$ cat src/rtl/mips_exec_decode.sv
// Execute-stage decode for a MIPS subset. The opcode drives the main control
// decode, and aluop plus funct select the ALU operation. The ALU evaluates
// rs_data against rt_data or seimm. The control word, ALU code, result and
// zero flag are all registered on the same edge, so latency is one cycle.
module mips_exec_decode #(
    parameter int WIDTH = 32
) (
    input  logic             clk,
    input  logic             rst,
    input  logic [5:0]       opcode,
    input  logic [5:0]       funct,
    input  logic             bubble,
    input  logic [WIDTH-1:0] rs_data,
    input  logic [WIDTH-1:0] rt_data,
    input  logic [WIDTH-1:0] seimm,
    output logic [8:0]       ctl,
    output logic [3:0]       aluctl,
    output logic [WIDTH-1:0] result,
    output logic             zero
);

    // Field order matches the ctl port, MSB first.
    typedef struct packed {
        logic       regdst;
        logic       branch;
        logic       memread;
        logic       memwrite;
        logic       memtoreg;
        logic [1:0] aluop;
        logic       regwrite;
        logic       alusrc;
    } ctl_t;

    localparam logic [3:0] ALU_AND  = 4'b0000;
    localparam logic [3:0] ALU_OR   = 4'b0001;
    localparam logic [3:0] ALU_ADD  = 4'b0010;
    localparam logic [3:0] ALU_SUB  = 4'b0110;
    localparam logic [3:0] ALU_SLT  = 4'b0111;
    localparam logic [3:0] ALU_NOR  = 4'b1100;
    localparam logic [3:0] ALU_NONE = 4'b1111;

    ctl_t             dec;
    logic [3:0]       alu_code;
    logic [WIDTH-1:0] opb;
    logic [WIDTH-1:0] alu_res;
    logic             lt;

    // Main decode. A bubble clears every field, which falls through to an add.
    always_comb begin
        dec = '0;
        case (opcode)
            6'b000000: begin dec.regdst = 1'b1; dec.regwrite = 1'b1; dec.aluop = 2'b10; end
            6'b100011: begin
                dec.memread  = 1'b1;
                dec.memtoreg = 1'b1;
                dec.regwrite = 1'b1;
                dec.alusrc   = 1'b1;
            end
            6'b101011: begin dec.memwrite = 1'b1; dec.alusrc = 1'b1; end
            6'b000100: begin dec.branch = 1'b1; dec.aluop = 2'b01; end
            6'b001000: begin dec.regwrite = 1'b1; dec.alusrc = 1'b1; end
            default: ;
        endcase
        if (bubble)
            dec = '0;
    end

    // ALU control. R-type instructions use funct. Unknown encodings map to the null op.
    always_comb begin
        alu_code = ALU_NONE;
        case (dec.aluop)
            2'b00: alu_code = ALU_ADD;
            2'b01: alu_code = ALU_SUB;
            2'b10: begin
                case (funct)
                    6'b100000: alu_code = ALU_ADD;
                    6'b100010: alu_code = ALU_SUB;
                    6'b100100: alu_code = ALU_AND;
                    6'b100101: alu_code = ALU_OR;
                    6'b100111: alu_code = ALU_NOR;
                    6'b101010: alu_code = ALU_SLT;
                    default:   alu_code = ALU_NONE;
                endcase
            end
            default: alu_code = ALU_NONE;
        endcase
    end

    assign opb = dec.alusrc ? seimm : rt_data;
    assign lt  = $signed(rs_data) < $signed(opb);

    // ALU datapath. Add and sub wrap modulo 2^WIDTH.
    always_comb begin
        alu_res = '0;
        case (alu_code)
            ALU_AND: alu_res = rs_data & opb;
            ALU_OR:  alu_res = rs_data | opb;
            ALU_ADD: alu_res = rs_data + opb;
            ALU_SUB: alu_res = rs_data - opb;
            ALU_SLT: alu_res = {{(WIDTH-1){1'b0}}, lt};
            ALU_NOR: alu_res = ~(rs_data | opb);
            default: alu_res = '0;
        endcase
    end

    // Output register. Reset forces a clean null result with zero set.
    always_ff @(posedge clk) begin
        if (rst) begin
            ctl    <= '0;
            aluctl <= 4'b0000;
            result <= '0;
            zero   <= 1'b1;
        end else begin
            ctl    <= dec;
            aluctl <= alu_code;
            result <= alu_res;
            zero   <= (alu_res == '0);
        end
    end

endmodule

$ cat config.mk
export PLATFORM = sky130hd
export DESIGN_NAME = mips_exec_decode
export DESIGN_NICKNAME = d
export VERILOG_FILES = /design/src/rtl/mips_exec_decode.sv
export SDC_FILE = /design/constraint.sdc
export NUM_CORES = 1
export LEC_CHECK = 0
export ABC_AREA = 0
export BUFFER_PORTS_ARGS = -buffer_cell sky130_fd_sc_hd__buf_4
export CAP_MARGIN = 20
export CORE_MARGIN = 4
export CORE_UTILIZATION = 42
export CTS_CLUSTER_DIAMETER = 150
export DETAILED_ROUTE_END_ITERATION = 7
export GPL_ROUTABILITY_DRIVEN = 0
export PLACE_DENSITY = 0.77
export REMOVE_ABC_BUFFERS = 1
export SYNTH_ARGS = -nofsm -noshare
export SYNTH_HDL_FRONTEND = slang
export SYNTH_SLANG_ARGS = --single-unit
$ cat constraint.sdc
create_clock -name clk -period 6.5 [get_ports clk]
set_clock_uncertainty 0.1 [all_clocks]
set_input_delay 1.3 -clock clk [delete_from_list [all_inputs] [get_ports clk]]
set_output_delay 1.3 -clock clk [all_outputs]
set_load 0.02 [all_outputs]
==> flow_metrics.py <==
metrics = {
    "outcome": {
        "status": "finished clean",
    },
    "finish": {
        "nets": 1289,
        "areaGrowthSynthToFinish_pct": 22.4,
        "fillCellCount": 1583,
        "drive_above_1_share_pct": 22.4,
        "register_area_um2": 901,
        "multi_input_area_um2": 5430,
        "diodes": 0,
    },
    "sta": {
        "fin_crit_ps": 6110,
        "tightest_slew_ps": 1070,
        "holdWs_ps": 1110,
        "drv_slew": 0,
        "rsz0062_at_grt": "false",
        "finalHoldViolCount": 0,
        "setup_viol": 0,
        "timing.final.crit_share_pct": 93.9,
        "fin_setup_tns_ps": 0,
        "slew_headroom_pct": 28.3,
        "fmax_ghz": 0.164,
    },
    "global_route": {
        "grt_pass1_vias": 7224,
        "grt-ovfl-total": 0,
        "grt_max_degree": 37,
        "antenna_found_initial": 1,
        "grt_pass1_wl_um": 37100,
        "grt_use_total_pct": 24.7,
    },
    "critical_path": {
        "path_class": "primary input to register",
        "start_kind": "primary input",
        "end_kind": "register",
        "arrival_ps": 6210,
        "required_ps": 6600,
        "path_max_fanout": 15,
        "critical_path.max_stage_delay_ps": 470,
        "cp_common_cell": "a211o_1",
        "slowest_stage": "a2111oi_2",
        "cp_cell_sequence": "buf_4, or3_1, a21o_2, mux2_2, inv_1, ha_1, nand2b_1, a211o_1, a211o_1, a2111oi_2, o22ai_1, o21a_1, o311ai_0, o21ai_0, xnor2_1, a221o_1, o41ai_2",
        "crit_start": "opcode[2]",
    },
    "synth": {
        "syn_area_per_cell_um2": 7.34,
        "synth_mux_area_share_pct": 6.42,
        "netlist-cell-type-count": 73,
        "synth_area_leaders": "ha_1 19%, dfxtp_1 13%, a21oi_1 6.1%",
        "synth-compound-area-share_pct": 30.0,
        "ys_seq_area_share_pct": 13.0,
        "synthXorXnorAreaFrac_pct": 3.17,
        "async_flop_share_pct": 0,
        "synth_edf_count": 0,
        "ys_seq_elements": 45,
        "synth_warnings": 0,
        "synth_area_um2": 6920,
        "netlist_instances": 943,
        "synth.most_common_cell": "ha_1",
        "synth-adder-area-share_pct": 19.8,
        "netlist_top_cells_count": "106 x ha_1, 101 x nor2_1, 99 x inv_1",
        "synth_top_family_by_area": "compound AO/OA/AOI/OAI gates",
        "synth_top_cell_area_share_pct": 19.2,
        "synth_ff_type": "dfxtp_1",
        "synth_top_cell_by_area": "ha_1",
        "synth-simple-area-share_pct": 18.8,
    },
    "cts": {
        "htree_levels": 2,
        "clkTransAtPathRegs_ps": 60,
        "postCtsSetupBuffers": 0,
        "cts_buffers": 5,
        "cts-hold-fix-buffers": 0,
        "cts_max_path_buffers": 2,
        "cts_sinks": 45,
        "cts_root_buf": "clkbuf_16",
        "cts_tree": "yes",
    },
    "power": {
        "vdd_drop_max_mv": 0.140,
        "pwr_density_cell_nw_per_um2": 152,
        "leakage_nw": 4.07,
    },
    "placement": {
        "io_buffers": 156,
        "hpwl_um": 18700,
    },
    "die": {
        "pin_count": 157,
        "die_h_um": 136,
        "rows": 46,
        "start_util_pct": 43.2,
        "fp.dieArea_um2": 18600,
        "core_area_um2": 16000,
        "die_w_um": 136,
    },
    "routing": {
        "drtIter0Drc": 1081,
        "vias": 7755,
        "wl_per_cell_um": 18.5,
        "antenna_left": 0,
        "routed_wl_um": 23800,
        "drtPass1Iterations": 8,
        "drc_errors": 0,
        "viasPerCell": 6.03,
    },
    "job": {
        "maxCapViolCount": 0,
    },
    "worst_hold_path": {
        "hp-class": "primary input to register",
        "worstHoldStart": "opcode[3]",
    },
}
==> cells by family after synthesis <==
kind of cell,Yosys count
AOI/OAI and AO/OA,302
and+or+nand+nor,267
buffers and inverters,156
adders and majority gates,108
DFF,45
muxes,40
xor gates and xnor gates,25
==> flip-flops by register name, summed over array words and instances, names as in the netlist <==
signal / count
result: 32
aluctl: 4
zero: 1
ctl: 8
==> through the flow <==
stage	utilization (%)	setup slack, ps	cell area (um2)	instances	power (mW)
after detailed placement	51.9	13.2	8300	1279	0.974
final	52.9	394	8470	1286	1.29
after global routing	52.9	80.1	8470	1286	1.36
after global placement	51.9	4.59	8300	1279	0.970
after floorplan	-	378	6680	886	0.737
after CTS	52.9	299	8460	1286	1.28
==> metal layers <==
metal | routed length [um] | track usage [%] | vias up
met5 | 13 | 0 | -
met4 | 693 | 7.89 | 2
met3 | 3090 | 6.77 | 75
met2 | 10500 | 38.9 | 526
met1 | 9540 | 32.8 | 3505
li1 | - | - | 3647
==> area by class of cell <==
| cell class | count | share of cell area, % |
|---|---|---|
| Multi-Input combinational cell | 742 | 64.2 |
| Clock buffer | 5 | 1.48 |
| Timing Repair Buffer | 177 | 15.7 |
| Sequential cell | 45 | 10.6 |
| Clock inverter | 2 | 0.414 |
| Inverter | 99 | 4.39 |
| Tap cell | 216 | 3.19 |
==> cells in the final DEF (no fill, tap or decap), types with 4 or more instances in the layout <==
cell,n
o21bai_1,9
and2_1,9
nand2b_1,7
a221o_1,5
o211ai_1,10
a31oi_1,5
a311oi_1,4
nor2b_1,11
o31ai_1,15
or3_1,5
o21a_1,6
a221oi_1,15
dfxtp_1,45
a211oi_1,26
a222oi_1,8
xor2_1,6
xnor2_1,19
a21oi_1,84
and4_1,5
clkbuf_16,5
nand4_1,7
mux2i_1,5
nor3_1,20
ha_1,106
mux2_2,34
inv_1,99
nand2_1,50
o21ai_0,48
a21o_1,10
nor4_1,12
and3_1,10
nor2_1,101
nand3_1,17
o211a_1,4
buf_4,177
o31a_1,4
a211o_1,8
a21boi_0,4
==> power breakdown <==
group	internal, mW	leakage, nW	switching (mW)	total [mW]
registers	0.305	0.372	0.00893	0.314
logic	0.284	3.62	0.391	0.675
clock network	0.179	0.0797	0.123	0.302
==> worst paths after layout <==
path | slack, ps | cells past startpoint | end
worst max-delay path | 390 | 17 | zero$_SDFF_PP1_
worst min-delay path | 1110 | 2 | ctl[6]$_SDFF_PP0_
==> repair_timing <==
action | 4_1_cts | 5_1_grt
endpoints found under the setup margin | 0 | 1
endpoints found under the hold margin | 0 | 0
resized for setup | 0 | 2
==> worst max-delay path, delay by kind of cell <==
family,cells,cell delay [ps]
muxes,1,360
and+or+nand+nor,2,630
buffers and inverters,2,210
adders and majority gates,1,310
xor gates and xnor gates,1,150
AOI/OAI and AO/OA,10,3230
Power figures use the tool's default switching activity.
